## src/rtl/lfsr_gen.sv

```systemverilog
// lfsr_gen: XNOR Fibonacci LFSR pseudo-random source.
//  Run-time seed load, step enable, registered "state > threshold" fire
//  strobe, period measurement between start-state visits, and lock-up flag.
//
// Parameters
//  WIDTH  register width (2..32)
//  TAPS   feedback mask, bit i set = state[i] tapped (even tap count)
//
// Ports
//  clk        clock
//  reset      synchronous, active-high
//  en         advance one step this cycle
//  load       load seed this cycle (wins over en)
//  seed       value loaded on load
//  threshold  compare value for fire (unsigned)
//  state      current LFSR register
//  fire       one-cycle pulse after a step whose new state > threshold
//  wrap       one-cycle pulse after a step that returns state to start
//  period     steps between the last two start-state visits, 0 until first wrap
//  lockup     combinational, state is all-ones
//
// Build option
//  LFSR_LOCKUP_RECOVER_EN: a step taken from all-ones forces state to 0.
//  Without it, all-ones is sticky until load or reset.
module lfsr_gen #(
  parameter int              WIDTH = 9,
  parameter logic [WIDTH-1:0] TAPS = 9'h011
) (
  input  logic             clk,
  input  logic             reset,
  input  logic             en,
  input  logic             load,
  input  logic [WIDTH-1:0] seed,
  input  logic [WIDTH-1:0] threshold,
  output logic [WIDTH-1:0] state,
  output logic             fire,
  output logic             wrap,
  output logic [WIDTH-1:0] period,
  output logic             lockup
);

  localparam logic [WIDTH-1:0] ONES = '1;
  localparam logic [WIDTH-1:0] ONE  = {{(WIDTH-1){1'b0}}, 1'b1};

  logic [WIDTH-1:0] start;
  logic [WIDTH-1:0] step_cnt;
  logic [WIDTH-1:0] next_state;
  logic [WIDTH-1:0] cnt_inc;
  logic             fb;

  // XNOR feedback: all-zero is a legal state, all-ones is the stuck state.
  assign fb         = ~(^(state & TAPS));
  assign next_state = {fb, state[WIDTH-1:1]};
  // Saturating increment so non-maximal tap sets never alias the count.
  assign cnt_inc    = (step_cnt == ONES) ? step_cnt : step_cnt + ONE;
  assign lockup     = (state == ONES);

  always_ff @(posedge clk) begin
    if (reset) begin
      state    <= '0;
      start    <= '0;
      step_cnt <= '0;
      period   <= '0;
      fire     <= 1'b0;
      wrap     <= 1'b0;
    end else if (load) begin
      state    <= seed;
      start    <= seed;
      step_cnt <= '0;
      fire     <= 1'b0;
      wrap     <= 1'b0;
`ifdef LFSR_LOCKUP_RECOVER_EN
    end else if (en && lockup) begin
      // Forced escape from the stuck state; restarts period measurement at 0.
      state    <= '0;
      start    <= '0;
      step_cnt <= '0;
      fire     <= 1'b0;
      wrap     <= 1'b0;
`endif
    end else if (en) begin
      state <= next_state;
      fire  <= (next_state > threshold);
      if (next_state == start) begin
        wrap     <= 1'b1;
        period   <= cnt_inc;
        step_cnt <= '0;
      end else begin
        wrap     <= 1'b0;
        step_cnt <= cnt_inc;
      end
    end else begin
      fire <= 1'b0;
      wrap <= 1'b0;
    end
  end

endmodule
```

## config.mk

```make
export PLATFORM = sky130hd
export DESIGN_NAME = lfsr_gen
export DESIGN_NICKNAME = d
export VERILOG_FILES = /design/src/rtl/lfsr_gen.sv
export SDC_FILE = /design/constraint.sdc
export NUM_CORES = 1
export LEC_CHECK = 0
export ABC_CLOCK_PERIOD_IN_PS = 1900
export BUFFER_PORTS_ARGS = -buffer_cell sky130_fd_sc_hd__buf_4
export CAP_MARGIN = 20
export CORE_MARGIN = 4
export CORE_UTILIZATION = 55
export DETAILED_ROUTE_END_ITERATION = 7
export GPL_TIMING_DRIVEN = 0
export MAX_ROUTING_LAYER = met4
export PLACE_DENSITY_LB_ADDON = 0.25
export SLEW_MARGIN = 20
export SYNTH_ARGS = -nofsm -noshare
export SYNTH_HDL_FRONTEND = slang
export SYNTH_SLANG_ARGS = --single-unit
```

## constraint.sdc

```tcl
create_clock -name clk -period 1.9 [get_ports clk]
set_input_delay 0.19 -clock clk [delete_from_list [all_inputs] [get_ports clk]]
set_output_delay 0.19 -clock clk [all_outputs]
set_load 0.05 [all_outputs]
```

==> flow_summary.yaml, run 1 <==
drt:
  dr.pass1.iters: 4
  drc: 0
  ant_nets: 0
  drt_wl_total_mm: 5.29
  vias: 1922
  via_per_inst: 5.79
  drtIter0Drc: 100
  wl_per_cell_um: 15.9
worst_setup_path:
  r2r_cells: 6
  critPathMaxStageDelay_ps: 370
  slowest_stage: "xnor3_1"
  cp_max_fo: 9
  crit_arrival_ps: 1940
  start_kind: "register"
  cp-startpoint: "state[4]$_SDFFE_PP0P_"
  end_kind: "register"
  crit_chain: "buf_4 -> xnor3_1 -> nor3_4 -> and3_1 -> buf_6 -> a311oi_1"
  cp_data_required_time_ps: 2040
  path_class: "reg2reg"
  rr_startpoint: "state[4]$_SDFFE_PP0P_"
layout:
  final_cells: 332
  fin_util_pct: 72.6
  area_growth_pct: 24.9
  nNetsFinal: 315
  fillers: 317
  seq_area_um2: 764
  drive_gt1_share_pct: 25.4
  multiInputGateArea_um2: 1330
  diodes: 0
  most-common-layout-cells: "buf_4 (44), dfxtp_1 (35), nor2_1 (27)"
  final_common_cell: "buf_4"
die:
  fp-row-count: 22
  core_um2: 3740
  io_pins: 43
  die_w_um: 70.9
  floorplan.initialDensity_pct: 58.1
  fp.dieH_um: 70.9
  dieArea_um2: 5020
sta:
  rsz0062_at_grt: "false"
  relSlewSlack_pct: 55.7
  slew_viol_final: 0
  skew_ps: 4.94
  period_share_pct: 94.8
  worstMarginPinSlew_ps: 664
  fin_ws_ps: 99.6
  finalCriticalPeriod_ps: 1800
  setup_viol: 0
  clock.fmax_ghz: 0.555
  setup_tns_ps: 0
  whs_ps: 136
  hold_viol: 0
run_status:
  status: "complete, no violations"
clock_network:
  cts-htree-levels: 2
  cts_sinks: 38
  cts.clk_slew.worst_paths_ps: 80
  cts_tree: "built"
  clock_latency_ps: 290
  root_buffer: "clkbuf_8"
  cts.path.max_buffers: 2
  numCtsBuffers: 5
logic_synthesis:
  yosysWarnings: 0
  synthFlopType: "dfxtp_1"
  syn_inst: 235
  yosysSeqAreaShare_pct: 35.0
  avgSynthCellArea_um2: 9.25
  synth_async_sr_flop_share_pct: 0
  syn-cell-area_um2: 2170
  synth_top_family_by_area: "compound AO/OA/AOI/OAI gates"
  synth_xor_xnor_area_share_pct: 5.87
  synth-compound-area-share_pct: 19.2
  synth_edf_count: 0
  synth_seq_cells: 38
  synthAdderAreaFrac_pct: 5.75
  synthDistinctLibCells: 42
  synth_nets: 267
  muxShareOfSynthArea_pct: 11.5
  synth-simple-area-share_pct: 17.8
place:
  place_congestion: 0.907
  dp_slack_ps: -130
  dpl.hpwl_mm: 3.87
  placed_cells: 324
  port_buffers: 41
pwr:
  leakage_uw: 0.00121
  powerDensity_nw_per_um2: 755
  vdd_drop_max_mv: 0.604
grt:
  antenna_found_initial: 0
  track_usage_pct: 22.4
  grt_overflow: 0
  grt_busiest_layer: "met2"
  grt_max_degree: 13
  grt_pass1_vias: 1830
  gr-usage-met3_pct: 4.26
  grtUsageMet2_pct: 34.8
  grt_pass1_wl_mm: 8.70
  met1_usage_pct: 29.2
flow_run:
  drv_cap: 0
min_path:
  holdCritStartpoint: "seed[7]"
  hold_class: "in2reg"
  hold_depth: 3
==> path summary, 6_finish.rpt <==
kind	end	slack, ps
max reg2reg	period[5]$_SDFFE_PP0P_	100
min	state[7]$_SDFFE_PP0P_	140
min reg2reg	period[0]$_SDFFE_PP0P_	460
max	period[5]$_SDFFE_PP0P_	100
==> timing repair <==
action | in CTS | in global routing
hold buffers | 0 | 0
setup endpoints to repair | 5 | 9
pin swaps | 0 | 3
hold endpoints to repair | 0 | 0
setup buffers | 0 | 1
cloned | 0 | 0
resized for setup | 3 | 2
==> critical path, delay by kind of cell, from the launching register on <==
family                 cells  cell delay (ps)
XOR/XNOR                   1              370
buffers and inverters      2              320
AO/OA/AOI/OAI              1              100
flip-flops                 1              340
AND/OR/NAND/NOR            2              520
==> metrics by stage <==
| stage | area (um^2) | power, uW |
|---|---|---|
| after detailed placement | 2550 | 1210 |
| after global routing | 2720 | 2130 |
| after global placement | 2550 | 1200 |
| final | 2720 | 2050 |
| after floorplan | 2180 | 1100 |
| after CTS | 2700 | 2060 |
==> state kept, by name, indices dropped and copies added (netlist names) <==
name / flops
period: 9
start: 9
state: 9
step_cnt: 9
fire: 1
wrap: 1
==> metal layers <==
metal  vias to the layer above  share of wire [%]
li1                        960                  -
met1                       903                 46
met2                        53                 48
met3                         6                5.1
met4                         0                1.4
met5                         -                  0
==> synth_stat cells (2+ instances only) <==
| master | count | area share, % |
|---|---|---|
| and4_1 | 2 | 0.81 |
| a32o_1 | 4 | 1.8 |
| xnor2_1 | 2 | 0.81 |
| buf_4 | 2 | 0.69 |
| nand2_1 | 10 | 1.7 |
| a31oi_1 | 6 | 1.7 |
| nor2b_1 | 3 | 0.86 |
| a311oi_1 | 4 | 1.6 |
| ha_1 | 10 | 5.8 |
| nand4_1 | 5 | 1.4 |
| a21o_1 | 2 | 0.69 |
| nor2_1 | 28 | 4.8 |
| and3_1 | 4 | 1.2 |
| buf_1 | 3 | 0.52 |
| clkbuf_1 | 7 | 1.2 |
| xor2_1 | 10 | 4.0 |
| nand3_1 | 6 | 1.4 |
| o21ai_0 | 8 | 1.8 |
| inv_1 | 10 | 1.7 |
| and2_1 | 3 | 0.86 |
| o21a_1 | 2 | 0.69 |
| dfxtp_1 | 38 | 35 |
| mux2i_1 | 25 | 12 |
| nor3_1 | 2 | 0.46 |
| a311o_1 | 2 | 0.92 |
| a21oi_1 | 15 | 3.5 |
| a2111oi_2 | 4 | 2.8 |
| a41oi_1 | 4 | 1.6 |
==> power by group <==
part | total [uW] | switching, uW | leakage (uW) | internal [uW]
clock | 851 | 291 | 0.0000714 | 560
combinational | 341 | 207 | 0.000833 | 135
sequential | 859 | 35.0 | 0.000311 | 824
==> logic make-up (layout without fill, tap and decap cells) <==
family,count (synthesis),count (layout)
fa+ha+maj,10,10
simple gates,71,71
mux,25,25
buf+inv,24,73
compound gates,54,54
flops,38,38
xor+xnor,13,13
==> area by class of cell <==
type	instances	area share, %
Multi-Input combinational cell	173	49.0
Tap cell	48	2.21
Buffer	13	2.40
Timing Repair Buffer	42	11.6
Inverter	10	1.38
Sequential cell	38	28.1
Clock buffer	6	3.04
Clock inverter	2	2.21
Power figures use the tool's default switching activity.
==> run 2: changes to the inputs <==
--- a/config.mk
+++ b/config.mk
@@ -5,11 +5,11 @@
 export SDC_FILE = /design/constraint.sdc
 export NUM_CORES = 1
 export LEC_CHECK = 0
-export ABC_CLOCK_PERIOD_IN_PS = 1900
+export ABC_CLOCK_PERIOD_IN_PS = 2190
 export BUFFER_PORTS_ARGS = -buffer_cell sky130_fd_sc_hd__buf_4
 export CAP_MARGIN = 20
 export CORE_MARGIN = 4
-export CORE_UTILIZATION = 55
+export CORE_UTILIZATION = 59
 export DETAILED_ROUTE_END_ITERATION = 7
 export GPL_TIMING_DRIVEN = 0
 export MAX_ROUTING_LAYER = met4
==> constraint.sdc (replaced) <==
create_clock -name clk -period 2.19 [get_ports clk]
set_input_delay 0.219 -clock clk [delete_from_list [all_inputs] [get_ports clk]]
set_output_delay 0.219 -clock clk [all_outputs]
set_load 0.05 [all_outputs]
==> flow_summary.yaml, run 2 (same netlist as run 1, synthesis figures left out) <==
run_status:
  status: "complete, no violations"
pwr:
  vdd_drop_max_mv: 0.508
  p_total_uw: 1520
  leakage_uw: 0.00118
  powerDensity_nw_per_um2: 576
layout:
  fin_util_pct: 76.4
  most-common-layout-cells: "buf_4 (43), dfxtp_1 (38), nor2_1 (28)"
  nNetsFinal: 315
  diodes: 0
  area_growth_pct: 20.9
  final_cells: 328
  drive_gt1_share_pct: 22.7
  final_common_cell: "buf_4"
sta:
  clock.fmax_ghz: 0.493
  setup_viol: 0
  period_share_pct: 92.6
  hold_viol: 0
  skew_ps: 8.34
  slew_viol_final: 0
  rsz0062_at_grt: "false"
  whs_ps: 173
  worstMarginPinSlew_ps: 644
  setup_tns_ps: 0
  relSlewSlack_pct: 57.1
  finalCriticalPeriod_ps: 2030
clock_network:
  ctsResizeCount: 0
  ctsHoldBuffers: 0
  root_buffer: "clkbuf_8"
  clock_latency_ps: 290
  cts.path.max_buffers: 2
  cts-htree-levels: 2
  cts_sinks: 38
  postCtsSetupBuffers: 0
  cts.clk_slew.worst_paths_ps: 70
  numCtsBuffers: 5
  cts_tree: "built"
grt:
  grt_pass1_wl_mm: 8.65
  antenna_found_initial: 0
  grt_pass1_vias: 1846
  track_usage_pct: 25.3
  grt_max_degree: 11
  grt_overflow: 0
die:
  die_w_um: 68.7
  dieArea_um2: 4720
  io_pins: 43
  floorplan.initialDensity_pct: 63.2
  fp.dieH_um: 68.7
  fp-row-count: 21
  core_um2: 3440
drt:
  via_per_inst: 5.84
  drtIter0Drc: 144
  drc: 0
  dr.pass1.iters: 4
  vias: 1915
  ant_nets: 0
  drt_wl_total_mm: 5.22
  wl_per_cell_um: 15.9
worst_setup_path:
  crit_arrival_ps: 2210
  cp_max_fo: 7
  rr_startpoint: "step_cnt[0]$_SDFFE_PP0P_"
  start_kind: "register"
  cp-startpoint: "step_cnt[0]$_SDFFE_PP0P_"
  cp_data_required_time_ps: 2370
  path_class: "reg2reg"
  end_kind: "register"
place:
  dpl.hpwl_mm: 3.83
  placed_cells: 322
  place_congestion: 0.946
  port_buffers: 41
min_path:
  holdCritStartpoint: "seed[1]"
  hold_class: "in2reg"
flow_run:
  drv_cap: 0
[run 2: cell types whose count changed in the layout (fill, tap and decap cells not counted), sizes merged]
| cell | before | now |
|---|---|---|
| bufinv | 2 | 0 |
| clkbuf | 12 | 13 |
| buf | 49 | 48 |
[run 2: metrics by stage]
step / setup WS [ps] / instance area [um^2]
final: 162 / 2630
after global routing: 20.5 / 2630
after CTS: 172 / 2630
after detailed placement: 224 / 2540
after global placement: 232 / 2540
after floorplan: 174 / 2180
[run 2: critical path, stage by stage (launching register included)]
cell,delay (ps)
dfxtp_1,450
ha_2,300
nand4_1,220
o21ai_0,400
xor2_1,160
a2111oi_2,380
[run 2: per-layer routing]
metal  up-vias  GRT usage [%]  routed length (um)
li1        960              -                   -
met1       895           33.9                2400
met2        56           39.7                2470
met3         4           4.70                 339
met4         0           6.08                  19
met5         -              -                   0
[run 2: where the power goes]
part	internal [uW]	total, uW	switching [uW]
combinational	116	295	179
sequential	714	743	28.9
clock	243	478	235
total	1070	1520	443
[run 2: worst paths after layout]
check	end	slack, ps	cells after the start
min reg2reg	period[4]$_SDFFE_PP0P_	460	2
max reg2reg	step_cnt[0]$_SDFFE_PP0P_	160	5
max	step_cnt[0]$_SDFFE_PP0P_	160	5
min	state[1]$_SDFFE_PP0P_	170	3
[run 2: area by class of cell]
| cell class | instances | area [um^2] |
|---|---|---|
| Clock buffer | 6 | 82.6 |
| Buffer | 14 | 68.8 |
| Timing Repair Buffer | 41 | 308 |
| Fill cell | 277 | 812 |
| Sequential cell | 38 | 761 |
| Tap cell | 46 | 57.6 |
| Multi-Input combinational cell | 173 | 1320 |
| Inverter | 10 | 37.5 |
==> run 3: changes to the inputs <==
--- a/config.mk
+++ b/config.mk
@@ -5,6 +5,7 @@
 export SDC_FILE = /design/constraint.sdc
 export NUM_CORES = 1
 export LEC_CHECK = 0
+export ABC_AREA = 1
 export ABC_CLOCK_PERIOD_IN_PS = 2190
 export BUFFER_PORTS_ARGS = -buffer_cell sky130_fd_sc_hd__buf_4
 export CAP_MARGIN = 20
==> flow_summary.yaml, run 3 <==
clock_network:
  cts_sinks: 38
  clock_latency_ps: 290
  ctsHoldBuffers: 0
  numCtsBuffers: 5
  cts-htree-levels: 2
  postCtsSetupBuffers: 0
  cts_tree: "built"
  cts.clk_slew.worst_paths_ps: 80
  ctsResizeCount: 0
  cts.path.max_buffers: 2
  root_buffer: "clkbuf_8"
logic_synthesis:
  synthFlopType: "dfxtp_1"
  synth_common_cells: "nand2_1 (102), inv_1 (51), dfxtp_1 (38)"
  synth_seq_cells: 38
  syn_inst: 331
  yosysSeqAreaShare_pct: 35.1
  synthDistinctLibCells: 30
  synth_async_sr_flop_share_pct: 0
  synth.area.top_cells: "dfxtp_1 (35%), nand2_1 (18%), inv_1 (8.8%)"
  avgSynthCellArea_um2: 6.54
  synth_most_common_cell: "nand2_1"
  yosysTopAreaCell: "dfxtp_1"
  yosysTopAreaCellShare_pct: 35.1
  synth_nets: 363
  synth_edf_count: 0
  yosysWarnings: 0
  syn-cell-area_um2: 2170
grt:
  grt_pass1_wl_mm: 8.28
  track_usage_pct: 24.0
  grt_max_degree: 13
  grt_overflow: 0
  antenna_found_initial: 0
  grt_pass1_vias: 1876
sta:
  hold_viol: 0
  setup_viol: 0
  worstMarginPinSlew_ps: 498
  whs_ps: 147
  relSlewSlack_pct: 66.8
  finalCriticalPeriod_ps: 1700
  skew_ps: 6.33
  slew_viol_final: 0
  period_share_pct: 77.7
  setup_tns_ps: 0
  rsz0062_at_grt: "false"
  clock.fmax_ghz: 0.588
worst_setup_path:
  r2r_slack_ps: 490
  cp_data_required_time_ps: 2430
  path_class: "reg2reg"
  start_kind: "register"
  end_kind: "register"
  crit_arrival_ps: 1940
  cp_max_fo: 7
layout:
  most-common-layout-cells: "nand2_1 (102), inv_1 (51), buf_4 (42)"
  area_growth_pct: 21.4
  drive_gt1_share_pct: 18.4
  nNetsFinal: 412
  diodes: 0
  final_common_cell: "nand2_1"
die:
  fp-row-count: 21
  floorplan.initialDensity_pct: 62.9
  fp.dieH_um: 68.6
  die_w_um: 68.6
  core_um2: 3440
  dieArea_um2: 4700
  io_pins: 43
flow_run:
  drv_cap: 0
min_path:
  hold_class: "in2reg"
drt:
  dr.pass1.iters: 5
  drc: 0
  via_per_inst: 5.08
  ant_nets: 0
  drt_wl_total_mm: 4.98
  wl_per_cell_um: 11.7
  vias: 2169
  drtIter0Drc: 238
place:
  place_congestion: 0.901
  port_buffers: 42
  dpl.hpwl_mm: 3.71
pwr:
  vdd_drop_max_mv: 0.364
  leakage_uw: 0.00134
  powerDensity_nw_per_um2: 572
run_status:
  status: "complete, no violations"
-- run 3: report_power, final --
| part | leakage (uW) | internal (uW) | total [uW] | switching [uW] |
|---|---|---|---|---|
| Clock | 0.0000452 | 224 | 473 | 248 |
| Sequential | 0.000310 | 715 | 743 | 28.3 |
| Combinational | 0.000987 | 106 | 287 | 181 |
-- run 3: area by class of cell --
type                    instances  area [um^2]
multi-input cells             231         1170
plain buffers                   6         32.5
repair buffers                 42          315
inverters                      56          210
clock inverters                 2         13.8
fillers                       273          812
clock buffers                   6         72.6
flip-flops and latches         38          761
well taps                      46         57.6
-- run 3: cells by family (layout without fill, tap and decap cells) --
| group | count (synthesis) | count (layout) | share of synthesized area, % |
|---|---|---|---|
| buf+inv | 62 | 112 | 11.2 |
| flops | 38 | 38 | 35.1 |
| compound gates | 41 | 41 | 10.5 |
| simple gates | 174 | 174 | 35.0 |
| xor+xnor | 6 | 6 | 2.43 |
| fa+ha+maj | 10 | 10 | 5.78 |
-- run 3: metal layers --
metal	part of all wire [%]	GRT usage (%)	up-vias
li1	-	-	1135
met1	47	33.2	948
met2	44	35.6	79
met3	7.2	3.89	7
met4	1.3	7.69	0
met5	0	-	-
-- run 3: final timing paths --
| path | startpoint | to | cells after the start |
|---|---|---|---|
| max | state[4]$_SDFFE_PP0P_ | fire$_SDFF_PP0_ | 10 |
| max reg2reg | state[4]$_SDFFE_PP0P_ | fire$_SDFF_PP0_ | 10 |
| min reg2reg | start[7]$_SDFFE_PP0P_ | start[7]$_SDFFE_PP0P_ | 2 |
| min | reset | start[4]$_SDFFE_PP0P_ | 2 |
-- run 3: through the flow --
step | utilization [%] | power [uW] | cells | setup WS (ps) | cell area [um^2]
after floorplan | - | 950 | 331 | 357 | 2170
after global placement | 73.9 | 1040 | 419 | 538 | 2540
after detailed placement | 73.9 | 1040 | 419 | 495 | 2540
after CTS | 76.4 | 1510 | 427 | 463 | 2630
after global routing | 76.4 | 1580 | 427 | 293 | 2630
final | 76.4 | 1500 | 427 | 488 | 2630
-- run 3: critical path: stages (launching register included) --
cell,delay (ps)
dfxtp_1,530
inv_2,120
nand2_2,110
nand2_4,60
ha_1,290
nand2_1,70
nor2_1,160
nand3b_1,100
o2111ai_1,90
nand2_1,70
inv_1,50
